==> src/rtl/cpu_pkg.sv <==
// Shared CPU definitions: datapath widths, register-file geometry and the
// write-back source encoding used by the MEM/WB stage.
package cpu_pkg;

  localparam int DATA_W = 16;           // register/data width
  localparam int ADDR_W = 3;            // register address width
  localparam int REG_N  = 1 << ADDR_W;  // number of architectural registers
  localparam int CNT_W  = 2;            // per-register in-flight write counter width

  localparam logic [CNT_W-1:0] CNT_MAX = '1;

  typedef enum logic [1:0] {
    WB_SRC_ALU = 2'd0,
    WB_SRC_MEM = 2'd1,
    WB_SRC_IN  = 2'd2,
    WB_SRC_BAD = 2'd3
  } wb_src_e;

endpackage

==> src/rtl/wb_scoreboard.sv <==
// Pending-write scoreboard: one saturating counter per register counting
// writes that have been issued by decode but have not yet landed.
//
// Ports:
//   clk, reset      clock, synchronous active-high reset
//   inc_en/inc_addr issue of a write to register inc_addr (counter +1)
//   dec_en/dec_addr retirement of a write to register dec_addr (counter -1)
//   pending         bit r set while register r has at least one write in flight
//   err_overflow    sticky: issue to a register whose counter is already full
//   err_underflow   sticky: retire to a register whose counter is already zero
module wb_scoreboard
  import cpu_pkg::*;
(
  input  logic              clk,
  input  logic              reset,
  input  logic              inc_en,
  input  logic [ADDR_W-1:0] inc_addr,
  input  logic              dec_en,
  input  logic [ADDR_W-1:0] dec_addr,
  output logic [REG_N-1:0]  pending,
  output logic              err_overflow,
  output logic              err_underflow
);

  logic [CNT_W-1:0] cnt_q [REG_N];
  logic [CNT_W-1:0] cnt_d [REG_N];
  logic [REG_N-1:0] inc_hit;
  logic [REG_N-1:0] dec_hit;
  logic             ovf_hit;
  logic             unf_hit;

  // One-hot decode of the issue and retire targets.
  assign inc_hit = inc_en ? (REG_N'(1) << inc_addr) : '0;
  assign dec_hit = dec_en ? (REG_N'(1) << dec_addr) : '0;

  // NOTE: every variable driven here gets a default before the loop/case so no
  // path leaves it unassigned; otherwise synthesis infers a latch.
  always_comb begin
    ovf_hit = 1'b0;
    unf_hit = 1'b0;
    for (int r = 0; r < REG_N; r++) begin
      cnt_d[r] = cnt_q[r];
      // Issue and retire on the same register in one cycle cancel out.
      case ({inc_hit[r], dec_hit[r]})
        2'b10: begin
          if (cnt_q[r] == CNT_MAX) ovf_hit  = 1'b1;
          else                     cnt_d[r] = cnt_q[r] + CNT_W'(1);
        end
        2'b01: begin
          if (cnt_q[r] == '0) unf_hit  = 1'b1;
          else                cnt_d[r] = cnt_q[r] - CNT_W'(1);
        end
        default: ;
      endcase
    end
  end

  // NOTE: the counters are control state, not data storage, so they are all
  // cleared on reset; a stale count would leave a permanently pending register.
  // NOTE: state is updated with non-blocking assignments so every flop samples
  // the pre-edge values regardless of statement order.
  always_ff @(posedge clk) begin
    if (reset) begin
      for (int r = 0; r < REG_N; r++) cnt_q[r] <= '0;
      err_overflow  <= 1'b0;
      err_underflow <= 1'b0;
    end else begin
      cnt_q         <= cnt_d;
      err_overflow  <= err_overflow  | ovf_hit;
      err_underflow <= err_underflow | unf_hit;
    end
  end

  always_comb begin
    pending = '0;
    for (int r = 0; r < REG_N; r++) pending[r] = (cnt_q[r] != '0);
  end

endmodule

==> src/rtl/reg_writeback_unit.sv <==
// Write side of the 8x16 register file: MEM/WB pipeline register, write-data
// source mux and register-file write-port driver, plus the pending-write
// scoreboard that decode marks at issue and this unit clears at retire.
//
// Ports:
//   clk, reset                  clock, synchronous active-high reset
//   issue_valid/issue_dst       decode issues a write to issue_dst
//   wb_valid/wb_dst/wb_src      write-back request from MEM (src: ALU/MEM/IN/illegal)
//   alu_result/mem_data/in_data candidate write data
//   rf_we/rf_waddr/rf_wdata     registered register-file write port
//   pending                     per-register outstanding-write flags
//   err_overflow/err_underflow  sticky scoreboard saturation errors
//   err_src                     sticky: write-back request with the illegal source
module reg_writeback_unit
  import cpu_pkg::*;
(
  input  logic              clk,
  input  logic              reset,
  input  logic              issue_valid,
  input  logic [ADDR_W-1:0] issue_dst,
  input  logic              wb_valid,
  input  logic [ADDR_W-1:0] wb_dst,
  input  logic [1:0]        wb_src,
  input  logic [DATA_W-1:0] alu_result,
  input  logic [DATA_W-1:0] mem_data,
  input  logic [DATA_W-1:0] in_data,
  output logic              rf_we,
  output logic [ADDR_W-1:0] rf_waddr,
  output logic [DATA_W-1:0] rf_wdata,
  output logic [REG_N-1:0]  pending,
  output logic              err_overflow,
  output logic              err_underflow,
  output logic              err_src
);

  logic [DATA_W-1:0] wdata_sel;
  logic              src_bad;
  logic              wb_legal;
  logic              ret_valid;  // a sampled request retires on the coming edge
  logic [ADDR_W-1:0] ret_addr;

  assign src_bad  = (wb_src == WB_SRC_BAD);
  assign wb_legal = wb_valid && !src_bad;

  always_comb begin
    wdata_sel = '0;
    case (wb_src)
      WB_SRC_ALU: wdata_sel = alu_result;
      WB_SRC_MEM: wdata_sel = mem_data;
      WB_SRC_IN:  wdata_sel = in_data;
      default:    wdata_sel = '0;
    endcase
  end

  // MEM/WB register. The retire address is tracked separately from rf_waddr
  // because an illegal-source request must still retire even though it never
  // updates the write port.
  always_ff @(posedge clk) begin
    if (reset) begin
      rf_we     <= 1'b0;
      rf_waddr  <= '0;
      rf_wdata  <= '0;
      ret_valid <= 1'b0;
      ret_addr  <= '0;
      err_src   <= 1'b0;
    end else begin
      rf_we     <= wb_legal;
      if (wb_legal) begin
        rf_waddr <= wb_dst;
        rf_wdata <= wdata_sel;
      end
      ret_valid <= wb_valid;
      ret_addr  <= wb_dst;
      err_src   <= err_src | (wb_valid && src_bad);
    end
  end

  wb_scoreboard u_scoreboard (
    .clk           (clk),
    .reset         (reset),
    .inc_en        (issue_valid),
    .inc_addr      (issue_dst),
    .dec_en        (ret_valid),
    .dec_addr      (ret_addr),
    .pending       (pending),
    .err_overflow  (err_overflow),
    .err_underflow (err_underflow)
  );

endmodule

==> config.mk <==
export PLATFORM = sky130hd
export DESIGN_NAME = reg_writeback_unit
export DESIGN_NICKNAME = d
export VERILOG_FILES = /design/src/rtl/cpu_pkg.sv /design/src/rtl/wb_scoreboard.sv /design/src/rtl/reg_writeback_unit.sv
export SDC_FILE = /design/constraint.sdc
export NUM_CORES = 1
export LEC_CHECK = 0
export ABC_AREA = 0
export CAP_MARGIN = 20
export CORE_MARGIN = 3
export CORE_UTILIZATION = 40
export CTS_BUF_LIST = sky130_fd_sc_hd__clkbuf_4 sky130_fd_sc_hd__clkbuf_8 sky130_fd_sc_hd__clkbuf_16
export CTS_CLUSTER_DIAMETER = 200
export DETAILED_ROUTE_END_ITERATION = 8
export GPL_TIMING_DRIVEN = 0
export PLACE_DENSITY = 0.81
export SLEW_MARGIN = 25
export SYNTH_ARGS = -nofsm -noshare
export SYNTH_HDL_FRONTEND = slang
export SYNTH_HIERARCHICAL = 1
export SYNTH_SLANG_ARGS = --single-unit
==> constraint.sdc <==
create_clock -name clk -period 1.6 [get_ports clk]
set_input_delay 0.4 -clock clk [delete_from_list [all_inputs] [get_ports clk]]
set_output_delay 0.4 -clock clk [all_outputs]
set_load 0.1 [all_outputs]
* Yosys cells after proc, flatten, opt, wreduce, memory -nomap -nowiden
Cells that the tools add are included.
** Operators by class
- $add $sub $neg :: 16
- Multipliers :: 0
- Div/mod/pow operators :: 0
- $lt $le $gt $ge :: 0
- Eq/ne operators :: 43
- Shifts and indexed selects :: 2
- Multiplexer cells :: 59
- Bitwise gates (word level) :: 3
- Reductions and logical operators :: 36
** Operators with widths (count)
- $pmux 16 s3 :: 1
- $eq 2x2->1 const B :: 18
- $mux 1 :: 32
- $mux 2 :: 16
- $ne 2x2->1 const B :: 16
- $pmux 2 s2 :: 8
- $reduce_bool 2->1 :: 16
- $reduce_and 3->1 :: 8
- $eq 2x1->1 const B :: 9
- $logic_not 2->1 :: 9
- $add 2x1->2 const B :: 8
- $mux 8 :: 2
- $shl 1x3->8 const A :: 2
- $sub 2x1->2 const B :: 8
- $or 1x1->1 :: 3
- $logic_and 1x1->1 :: 2
- $logic_not 1->1 :: 1
** Storage, ports and cells
- Bits in registers :: 43
- Latch bits :: 0
- Memory bits (writable) :: 0
- Bits in read-only memories :: 0
- Output and inout port bits :: 31
- Memories kept :: 0

* Longest topological paths before layout
Gate-level depths: netlist of the first run.
- Word-level depth :: 19
- Gate-level depth with buffers :: 7
- Depth with buffers taken out :: 7

* Hierarchy
The synthesis of the first run kept the hierarchy.
** Modules (own cells, without submodules)
- wb_scoreboard :: times used 1, cells each 158, area each 1272.5 um^2, seq. area each 360.3 um^2
- reg_writeback_unit :: times used 1, cells each 122, area each 1196.1 um^2, seq. area each 500.5 um^2

* Worst setup path after synthesis of the first run
Ideal clock, no wire load.
- Path kind :: in2reg
- Start point :: input issue_dst[0]
- End point :: register u_scoreboard/cnt_q[7] (netlist bit)
- Library setup time :: 0.115 ns
- Arrival :: 1.355 ns
- Setup slack :: 0.131 ns
- Stages :: 6
- Buffers on the path :: 0
- Cells stage by stage :: nand4bb_1 -> inv_1 -> ha_1 -> nor2_1 -> nor2_1 -> a2111oi_0
** Between the ends
- Cells in the longest elaborated chain, start to end :: 5
- Elaborated cells between the ends (all ways) :: 9
- Those cells by class :: eq/ne (4); shift (1); mux (2); reduce/logical (2)
** Ends and longest elaborated chain
- start, declared :: line reg_writeback_unit.sv:20 : input logic [ADDR_W-1:0] issue_dst,
- $shl 1x3->8 (*) :: line wb_scoreboard.sv:33 : assign inc_hit = inc_en ? (REG_N'(1) << inc_addr) : '0;
- $mux 8 (*) :: line wb_scoreboard.sv:33
- $eq 2x1->1 / $eq 2x2->1 (equally long branches) :: line wb_scoreboard.sv:44 : case ({inc_hit[r], dec_hit[r]})
- $ne 2x2->1 (no source line) / $reduce_bool 2->1 (equally long branches)
- $reduce_and 3->1 (no source line)
- end signal, assigned :: line wb_scoreboard.sv:68 : cnt_q <= cnt_d;
- end, declared :: line wb_scoreboard.sv:25 : logic [CNT_W-1:0] cnt_q [REG_N];
Mark *: on every way between the ends. The rest lies on a longest branch, timed or not.
A chain may end at the register's enable or synchronous reset.

* Worst setup path in the final report of the first run
- Start point :: register rf_wdata[13]
- End point :: output rf_wdata[13]
** RTL lines
- start, declared :: line reg_writeback_unit.sv:29 : output logic [DATA_W-1:0] rf_wdata,
- start signal, assigned :: line reg_writeback_unit.sv:70 : rf_wdata <= wdata_sel;
No word-level cell between the ends.

==> out/qor.txt, run 1 <==
initial drt markers: 87
drt total wl: 6.63 mm
IO buf count: 90
initial antenna violation count: 0
Die Y: 84.6 µm
1st-pass router iterations: 4
CTS Sinks: 43
Final period util: 97.6%
slew margin rel.: 63.8%
Design Power: 3100 µW
io pins: 91
Clk Latency, worst-skew pair: 0.29 ns
Post-synth top flop: dfxtp_1
CP Cell Sequence: clkdlybuf4s18_2
Syn Nets: 342
dpl cells: 442
CP Max Fanout: 2
Max Cap Viol: 0
outcome: completed
diode count: 0
WP buf/inv: 1
Final HPWL DP: 5.12 mm
fraction of layout cells with a size suffix above 1: 28.3%
Avg Vias per Cell: 5.39
clock skew: 0.00616 ns
Final ANT Viol Nets: 0
VDD IR-drop max: 0.520 mV
Max Fclk: 640 MHz
Yosys reg bits: 43
FFs w/ async S/R, synth: 0%
CTS tree: built
WP data required: 1.20 ns
TritonCTS buffer count: 5
CP startpoint kind: flip-flop
Hold Fails Final Rpt: 0
Final #Nets: 443
Post-Syn Area per Cell: 8.82 µm²
Final Max Tran Viols: 0
core area: 5740 µm²
Cell variety after synth: 54
Root Driver: clkbuf_8
largest net degree at the start of global routing: 15
vias in the first global route: 2,489
Post-Synthesis Cells: 280
DRC: 0
Routed WL per cell: 14.6 µm
Crit path max-delay family: buffers and inverters
Mapped Area: 2470 µm²
Slew @ Worst Pin: 0.545 ns
CP Class: flip-flop to output pin
Worst Setup End Kind: output pin
pwr/cell area: 846 nW/µm²
Post-synth EDFFs: 0
CP arrival: 1.16 ns
CTS Buffer Depth: 2
max incr delay on CP: 0.54 ns
Worst-path clk slew: 0.08 ns
Setup Viol. Count Final: 0
Initial Utilization: 43.0%
final cell count without fillers: 454
row count: 27
register area share after synthesis: 34.9%
Die Area: 7150 µm²
total track usage: 18.2%
Die W: 84.6 µm
Area Overhead vs Synth: 48.4%
Period minus WS final: 1.56 ns
via count: 2,448
global route total overflow: 0
count of synthesis-stage warnings from yosys: 6
H-tree depth: 2
GP Congestion: 0.803
critical-path cell with the highest stage delay: clkdlybuf4s18_2
Static Leak: 0.00143 µW
first-pass GRT wire length: 10.9 mm
HP Class: flip-flop to flip-flop
registers in the layout, indices dropped and copies added, names as in the netlist:
signal	count
ret_valid	1
u_scoreboard/cnt_q	16
rf_wdata	16
ret_addr	3
err_src	1
u_scoreboard/err_underflow	1
rf_we	1
rf_waddr	3
u_scoreboard/err_overflow	1
layer usage:
| layer | vias up | track usage, % | share of wire [%] |
|---|---|---|---|
| met4 | 0 | 3.45 | 0.23 |
| li1 | 1229 | - | - |
| met3 | 2 | 8.64 | 11 |
| met1 | 1118 | 20.6 | 40 |
| met5 | - | 0 | 0 |
| met2 | 99 | 31.4 | 49 |
final timing paths:
check	slack, ns	end	cells after the start	start
max	0.04	rf_wdata[13]	1	rf_wdata[13]
min	0.49	u_scoreboard/cnt_q[15]	2	u_scoreboard/cnt_q[15]
max reg2reg	0.09	u_scoreboard/err_underflow	7	ret_addr[1]
min reg2reg	0.49	u_scoreboard/cnt_q[15]	2	u_scoreboard/cnt_q[15]
metrics by stage:
step | TNS [ns] | instance area, µm² | hold WS (ns) | setup WS (ns) | utilization [%]
finish | 0 | 3660 | 0.487 | 0.0379 | 63.8
global route | -0.00812 | 3660 | 0.523 | -0.00536 | 63.8
CTS | -0.243 | 3610 | 0.514 | -0.243 | 62.8
detailed placement | -22.73 | 3460 | 0.496 | -0.791 | 60.2
global placement | -21.81 | 3460 | 0.473 | -0.646 | 60.2
floorplan | 0 | 2470 | 0.463 | 0.131 | -
placed cells by master (no fill, tap or decap), types with 4 or more instances in the layout:
master and count:
mux2_2 11, or2_2 7, nor3_1 13, mux2i_1 8
nand2b_1 4, o22ai_1 11, nor2b_1 17, nand3_1 4
clkbuf_8 5, inv_1 5, a31oi_1 6, o21ai_0 6
nand2_1 17, buf_6 8, clkdlybuf4s15_2 5, clkdlybuf4s50_1 54
a221oi_1 4, dfxtp_1 34, nor2_1 27, dfxtp_2 7
buf_2 24, o21ai_1 4, and2_1 4, a21oi_1 21
buf_4 4
Yosys cell counts (2+ instances only):
cell type  count  share of area [%]
xnor2_1        2               0.71
inv_1          6               0.91
nor2_1        28                4.3
o211ai_1       3               0.91
nand2_1       17                2.6
a41oi_2        2                1.3
nand2b_1       4                1.0
nor4b_2        2                1.2
nor3_2         2               0.81
or2_2          7                1.8
nand4b_1       2               0.71
ha_1           2                1.0
nand4bb_1      3                1.4
o21ai_0        6                1.2
o22ai_1       11                2.8
buf_2          2               0.41
a221oi_1       4                1.4
nand3b_1       2               0.61
o22a_1         2               0.71
clkbuf_1       3               0.46
and2_1         4                1.0
a31oi_1        6                1.5
mux2_2        11                5.0
o21ai_1        4               0.81
nor3b_1        3               0.91
dfxtp_1       43                 35
buf_6          5                2.3
or2_1          3               0.76
a21oi_1       21                4.3
a21o_1         3               0.91
nand3_1        4               0.81
nor3_1        13                2.6
and4bb_2       3                1.5
and4b_1        3                1.2
mux2i_1        9                3.6
nor2b_1       17                4.3
cell families (layout without fill, tap and decap cells):
group	count (synthesis)	in the layout	synth area share, %
AOI/OAI and AO/OA	70	70	19.2
xor gates and xnor gates	2	2	0.710
adders and majority gates	2	2	1.01
muxes	20	20	8.67
buffers and inverters	17	119	4.36
and+or+nand+nor	126	126	31.2
DFF	43	43	34.9
timing repair:
action / CTS / global route
setup endpoints to repair: 46 / 42
setup buffers: 0 / 3
cloned: 0 / 1
resized for setup: 166 / 47
hold buffers: 0 / 0
hold endpoints to repair: 0 / 0
pin swaps: 1 / 0
final cells by class:
| class | count | area (µm²) |
|---|---|---|
| Buffer | 11 | 88.8 |
| Tap cell | 72 | 90.1 |
| Inverter | 6 | 22.5 |
| Clock buffer | 5 | 68.8 |
| Timing Repair Buffer | 94 | 881 |
| Sequential cell | 43 | 877 |
| Clock inverter | 3 | 67.6 |
| Fill cell | 483 | 2080 |
| Multi-Input combinational cell | 220 | 1570 |
report_power, final:
part	switching, µW	leakage (µW)	internal [µW]	total, µW
clock network	378	0.0000644	622	1000
registers	45.0	0.000357	1130	1170
logic	589	0.00101	337	926
total	1010	0.00143	2090	3100
Note: power is estimated with default switching activity, not from simulation.
==> run 2, diff against run 1 <==
Settings changed: PLACE_DENSITY 0.81 to 0.78.
==> run 2 against run 1 <==
  * Via count is 1.3% lower
  * Die area unchanged
  * Fmax shrank 0.70%
  * Wire length decreased by 3.9%
  * Worst setup slack worse by 0.011 ns
  * Combinational power shrank 2%
  * Register-to-register slack got worse by 0.04 ns
  * Core utilization down 1.8 points
  * Critical path depth up 6
  * Power decreased by 12%
  * Largest power group unchanged
==> out/qor.txt, run 2 (same netlist as run 1, synthesis figures left out) <==
HP Class: flip-flop to flip-flop
largest net degree at the start of global routing: 14
outcome: completed
WP data required: 1.79 ns
Period minus WS final: 1.57 ns
Avg Vias per Cell: 5.33
clock skew: 0.00782 ns
Root Driver: clkbuf_8
setup ws final: 0.0268 ns
layout filler cell count: 525
Final Max Tran Viols: 0
CP Max Fanout: 9
DRC: 0
Worst-path clk slew: 0.08 ns
post-route cell area: 3560 µm²
initial drt markers: 84
most frequent cells in the layout: 54 x clkdlybuf4s50_1, 36 x dfxtp_1, 28 x nor2_1
Final period util: 98.3%
fraction of layout cells with a size suffix above 1: 26.5%
Initial Utilization: 43.0%
dpl ws: -0.681 ns
TritonCTS buffer count: 5
Worst Setup End Kind: flip-flop
CP Class: input pin to flip-flop
Die Y: 84.6 µm
Routed WL per cell: 14.1 µm
initial antenna violation count: 0
Hold Fails Final Rpt: 0
drt total wl: 6.38 mm
Util after Layout: 62.0%
Static Leak: 0.00140 µW
Setup Viol. Count Final: 0
IO buf count: 90
Register-to-Register Path Depth: 5
Final #Nets: 443
VDD IR-drop max: 0.490 mV
Final HPWL DP: 4.95 mm
Clk Latency, worst-skew pair: 0.30 ns
diode count: 0
Max Cap Viol: 0
io pins: 91
commonest non-fill, non-tap cell in the layout: clkdlybuf4s50_1
CTS Sinks: 43
GP Congestion: 0.816
setup_tns: 0 ns
CTS Buffer Depth: 2
H-tree depth: 2
Slew @ Worst Pin: 0.551 ns
vias in the first global route: 2,381
CP arrival: 1.77 ns
Area Overhead vs Synth: 44.1%
1st-pass router iterations: 4
worst hold margin: 0.498 ns
via count: 2,416
row count: 27
Hold Crit Depth: 2
Max Fclk: 636 MHz
pwr/cell area: 770 nW/µm²
CTS tree: built
core area: 5740 µm²
CP startpoint kind: input pin
slew margin rel.: 63.4%
RSZ-0062 raised after global routing: yes
DP Area: 3460 µm²
Final ANT Viol Nets: 0
Die W: 84.6 µm
Die Area: 7150 µm²
CTS Hold Bufs: 0
first-pass GRT wire length: 10.5 mm
total track usage: 17.9%
global route total overflow: 0
biggest regs: rf_wdata (16), u_scoreboard/cnt_q (16)
==> run 2: per-stage QoR <==
step,cells,power (µW)
finish,453,2740
CTS,450,2760
global placement,442,2110
floorplan,280,1800
detailed placement,442,2120
global route,453,2860
==> run 2: where the power goes <==
| group | switching, µW | leakage [µW] | internal, µW |
|---|---|---|---|
| clock network | 361 | 0.0000440 | 298 |
| logic | 581 | 0.00100 | 327 |
| registers | 45.5 | 0.000356 | 1130 |
==> run 2: cell type report <==
type	instances	area [µm²]	area share, %
multi-input cells	220	1540	43.2
flip-flops and latches	43	875	24.6
repair buffers	94	861	24.2
well taps	72	90.1	2.53
plain buffers	11	88.8	2.50
clock buffers	5	68.8	1.93
inverters	6	22.5	0.633
clock inverters	2	13.8	0.387
==> run 2: worst max-delay path, cell delays in order <==
cell and delay [ns]:
clkdlybuf4s15_2 0.25, nand4bb_1 0.26, inv_1 0.09, ha_1 0.25, nor2_1 0.17, nor2_1 0.07, a2111oi_2 0.26
==> run 2: path summary, 6_finish.rpt <==
| check | to | start | slack, ns |
|---|---|---|---|
| max reg2reg | u_scoreboard/cnt_q[7] | ret_addr[1] | 0.05 |
| min reg2reg | rf_waddr[0] | rf_waddr[0] | 0.50 |
| max | u_scoreboard/cnt_q[7] | issue_dst[0] | 0.03 |
| min | rf_waddr[0] | rf_waddr[0] | 0.50 |
==> run 2: repair_timing <==
item | CTS | global route
resized for setup | 162 | 45
buffers inserted | 1 | 3
setup endpoints to repair | 46 | 34
pin swaps | 4 | 1
==> run 2: metal layers <==
metal	wire, µm	track usage, %	share of wire (%)
met5	0	0	0
met4	121	7.19	1.9
met3	655	7.65	10
met2	2930	29.6	46
met1	2670	20.3	42
==> RTL edit, RTL diff (flow settings as in run 1) <==
Register the output `err_overflow`, without a reset; this adds one clock of latency there. The other outputs are not delayed to match.
--- a/src/rtl/reg_writeback_unit.sv
+++ b/src/rtl/reg_writeback_unit.sv
@@ -34,2 +34,4 @@
 );
+
+  logic err_overflow_d;
 
@@ -85,3 +87,3 @@
     .pending       (pending),
-    .err_overflow  (err_overflow),
+    .err_overflow  (err_overflow_d),
     .err_underflow (err_underflow)
@@ -89,2 +91,6 @@
 
+  always_ff @(posedge clk) begin
+    err_overflow <= err_overflow_d;
+  end
+
 endmodule
Function: changed (Yosys sat finds a counterexample within 10 cycles, from zero or initial values and one cycle with reset high).
==> RTL edit against run 1 <==
Power fell by 3.0%; design area rose by 0.31%; routed wire length increased by 2.0%; area after synthesis grew 0.81%; setup slack got worse by 15 ps; worst hold slack got worse by 130 ps; critical path depth rose by 1; sequential cell count increased by 1; critical path type unchanged; largest cell class unchanged.
==> RTL edit: results (changes against run 1) <==
For the number of antenna violations at the first check in global routing, the log shows 0 (unchanged). The number of library cell types mapped by synthesis was 54 (unchanged); the post-synthesis adder-cell area fraction was 1.01% (-0.0082 points). The maximum count of clock buffers along a single path was 2 (unchanged); the detailed router's first-iteration violation count was 92 (+5.7%).

The async set-or-reset flop fraction in the synthesized netlist came out at 0% (unchanged). The tools report the total negative slack as 0 ps (unchanged). The tools report the final RePlAce weighted congestion as 0.743 (-7.5%). The tools report the global-route total usage across every layer as 18.5% (+0.25 points). The maximum level of the CTS H-tree was 2 (unchanged). Worst-case setup slack after placement: -709 ps (+81.5 ps). The flow ran to the end, and the final reports show no timing, DRC or antenna violations. Worst ir drop on vdd: 0.557 mV (+7.1%). Clock-pin slew was measured on the worst setup and hold paths at 90 ps. The tools report the post-synthesis net count as 343 (+0.29%). The number of fill cells in the layout is 538 (+11%). The count of flip-flops with a built-in enable after synthesis came out at 0 (unchanged).

The post-synthesis compound-gate area fraction is 19.0% (-0.15 points), and the wire length of the first global-routing pass is 10900 um (about the same). The number of buffers created by CTS came out at 5 (unchanged). The run gives 2381 (-4.3%) as the number of global-route vias before repair. The root cell of the clock tree is sky130_fd_sc_hd__clkbuf_8.

The run gives 5140 um (+0.39%) as the half-perimeter wire length after detailed placement. The leakage component of the power is 1.42 nW (-0.20%), and the total length of routed wires is 6760 um (+2.0%). For the net count of the finished layout, the log shows 442 (-0.23%). The largest registers in the layout are rf_wdata: 16 flops, u_scoreboard/cnt_q: 16 flops. The total placed cells including tap cells is 446 (+0.90%). The count of input and output buffers came out at 90 (unchanged).

By count the netlist is led by sky130_fd_sc_hd__dfxtp_1, sky130_fd_sc_hd__nor2_1, sky130_fd_sc_hd__a21oi_1. The number of warnings reported in the yosys synthesis log is 6 (unchanged). The tools report the standard cell area after detailed placement as 3480 um^2 (+0.69%). The number of non-filler instances in the completed layout is 456 (+0.44%). The fraction of final layout cells with drive strength greater than 1 is 29.4% (+1.1 points). For the clock skew, the log shows 2.18 ps (-3.98 ps). The growth of design area from synthesis to finish was 47.6%.

The most used flip-flop cell after synthesis is sky130_fd_sc_hd__dfxtp_1. The later pin in the worst-skew pair is clocked with a latency of 300 ps. Slew at the pin closest to its max-slew limit: 545 ps (-0.957 ps). The run gives 1.96 mW (-6.3%) as the cell-internal power. The maximum number of pins on one net before global-route repair is 16 (+1). The post-synthesis xor/xnor area fraction is 0.704% (-0.0057 points).

The number of cells produced by synthesis came out at 281 (+0.36%). In the post-synthesis netlist, the biggest area contributors are sky130_fd_sc_hd__dfxtp_1, sky130_fd_sc_hd__mux2_2, sky130_fd_sc_hd__nor2b_1. The number of search-and-repair iterations in the first detailed-routing pass came out at 4 (unchanged). The post-detailed-route via-to-cell ratio was 5.35 (-0.72%); the worst-path maximum fanout was 5 (+3).

The part of the Yosys area used for sequential elements is 35.4% (+0.52 points), and the multiplexer fraction of the synthesized cell area is 8.60% (-0.070 points).
## RTL edit: changes by cell type after synthesis
| cell | run 1 | this run |
|---|---|---|
| sky130_fd_sc_hd__dfxtp_1 | 43 | 44 |
## RTL edit: kinds of logic (layout without fill, tap and decap cells)
| logic type | after synthesis | count (layout) |
|---|---|---|
| AND/OR/NAND/NOR | 126 | 126 |
| XOR/XNOR | 2 | 2 |
| multiplexers | 20 | 20 |
| AO/OA/AOI/OAI | 70 | 70 |
| adder cells (fa/ha/maj) | 2 | 2 |
| buffers and inverters | 17 | 117 |
| flip-flops | 44 | 44 |
## RTL edit: worst paths after layout
check	start	end	slack (ps)	depth (start not counted)
hold reg to reg	u_scoreboard/err_overflow	err_overflow	360	0
hold / removal	u_scoreboard/err_overflow	err_overflow	360	0
setup / recovery	u_scoreboard/cnt_q[11]	pending[2]	20	2
setup reg to reg	ret_addr[1]	u_scoreboard/cnt_q[7]	50	5
## RTL edit: area by class of cell
class	count	area share [%]
inverter	6	0.613
timing repair buffer	92	23.5
tap	75	2.55
clock inverter	3	1.26
buffer	11	2.42
clock buffer	5	1.87
sequential	44	24.5
multi-input combinational	220	43.3
## RTL edit: metal layers
layer | routed length (um) | track usage [%] | share of wire (%) | vias up
met4 | 56 | 4.32 | 0.83 | 0
met3 | 592 | 7.18 | 8.8 | 7
met1 | 2820 | 21.6 | 42 | 1120
met5 | 0 | 0 | 0 | -
li1 | - | - | - | 1229
met2 | 3290 | 31.8 | 49 | 85
## RTL edit: power by group through the flow
stage                     Clock, mW  Combinational [mW]  Sequential (mW)
after floorplan                   0               0.294             1.53
after global placement            0               0.920             1.22
after detailed placement          0               0.929             1.22
after CTS                     0.904               0.909             1.20
after global routing          0.945               0.967             1.21
final                         0.887               0.919             1.20
## RTL edit: worst max-delay path, stage by stage, from the launching register on
cell                      delay, ps
sky130_fd_sc_hd__dfxtp_1        360
sky130_fd_sc_hd__or2_2          320
sky130_fd_sc_hd__buf_6          190
## RTL edit: timing repair
item	in CTS	in global routing
pin swaps	2	3
buffers inserted	0	2
gates resized for setup	175	47
endpoints found under the setup margin	46	27
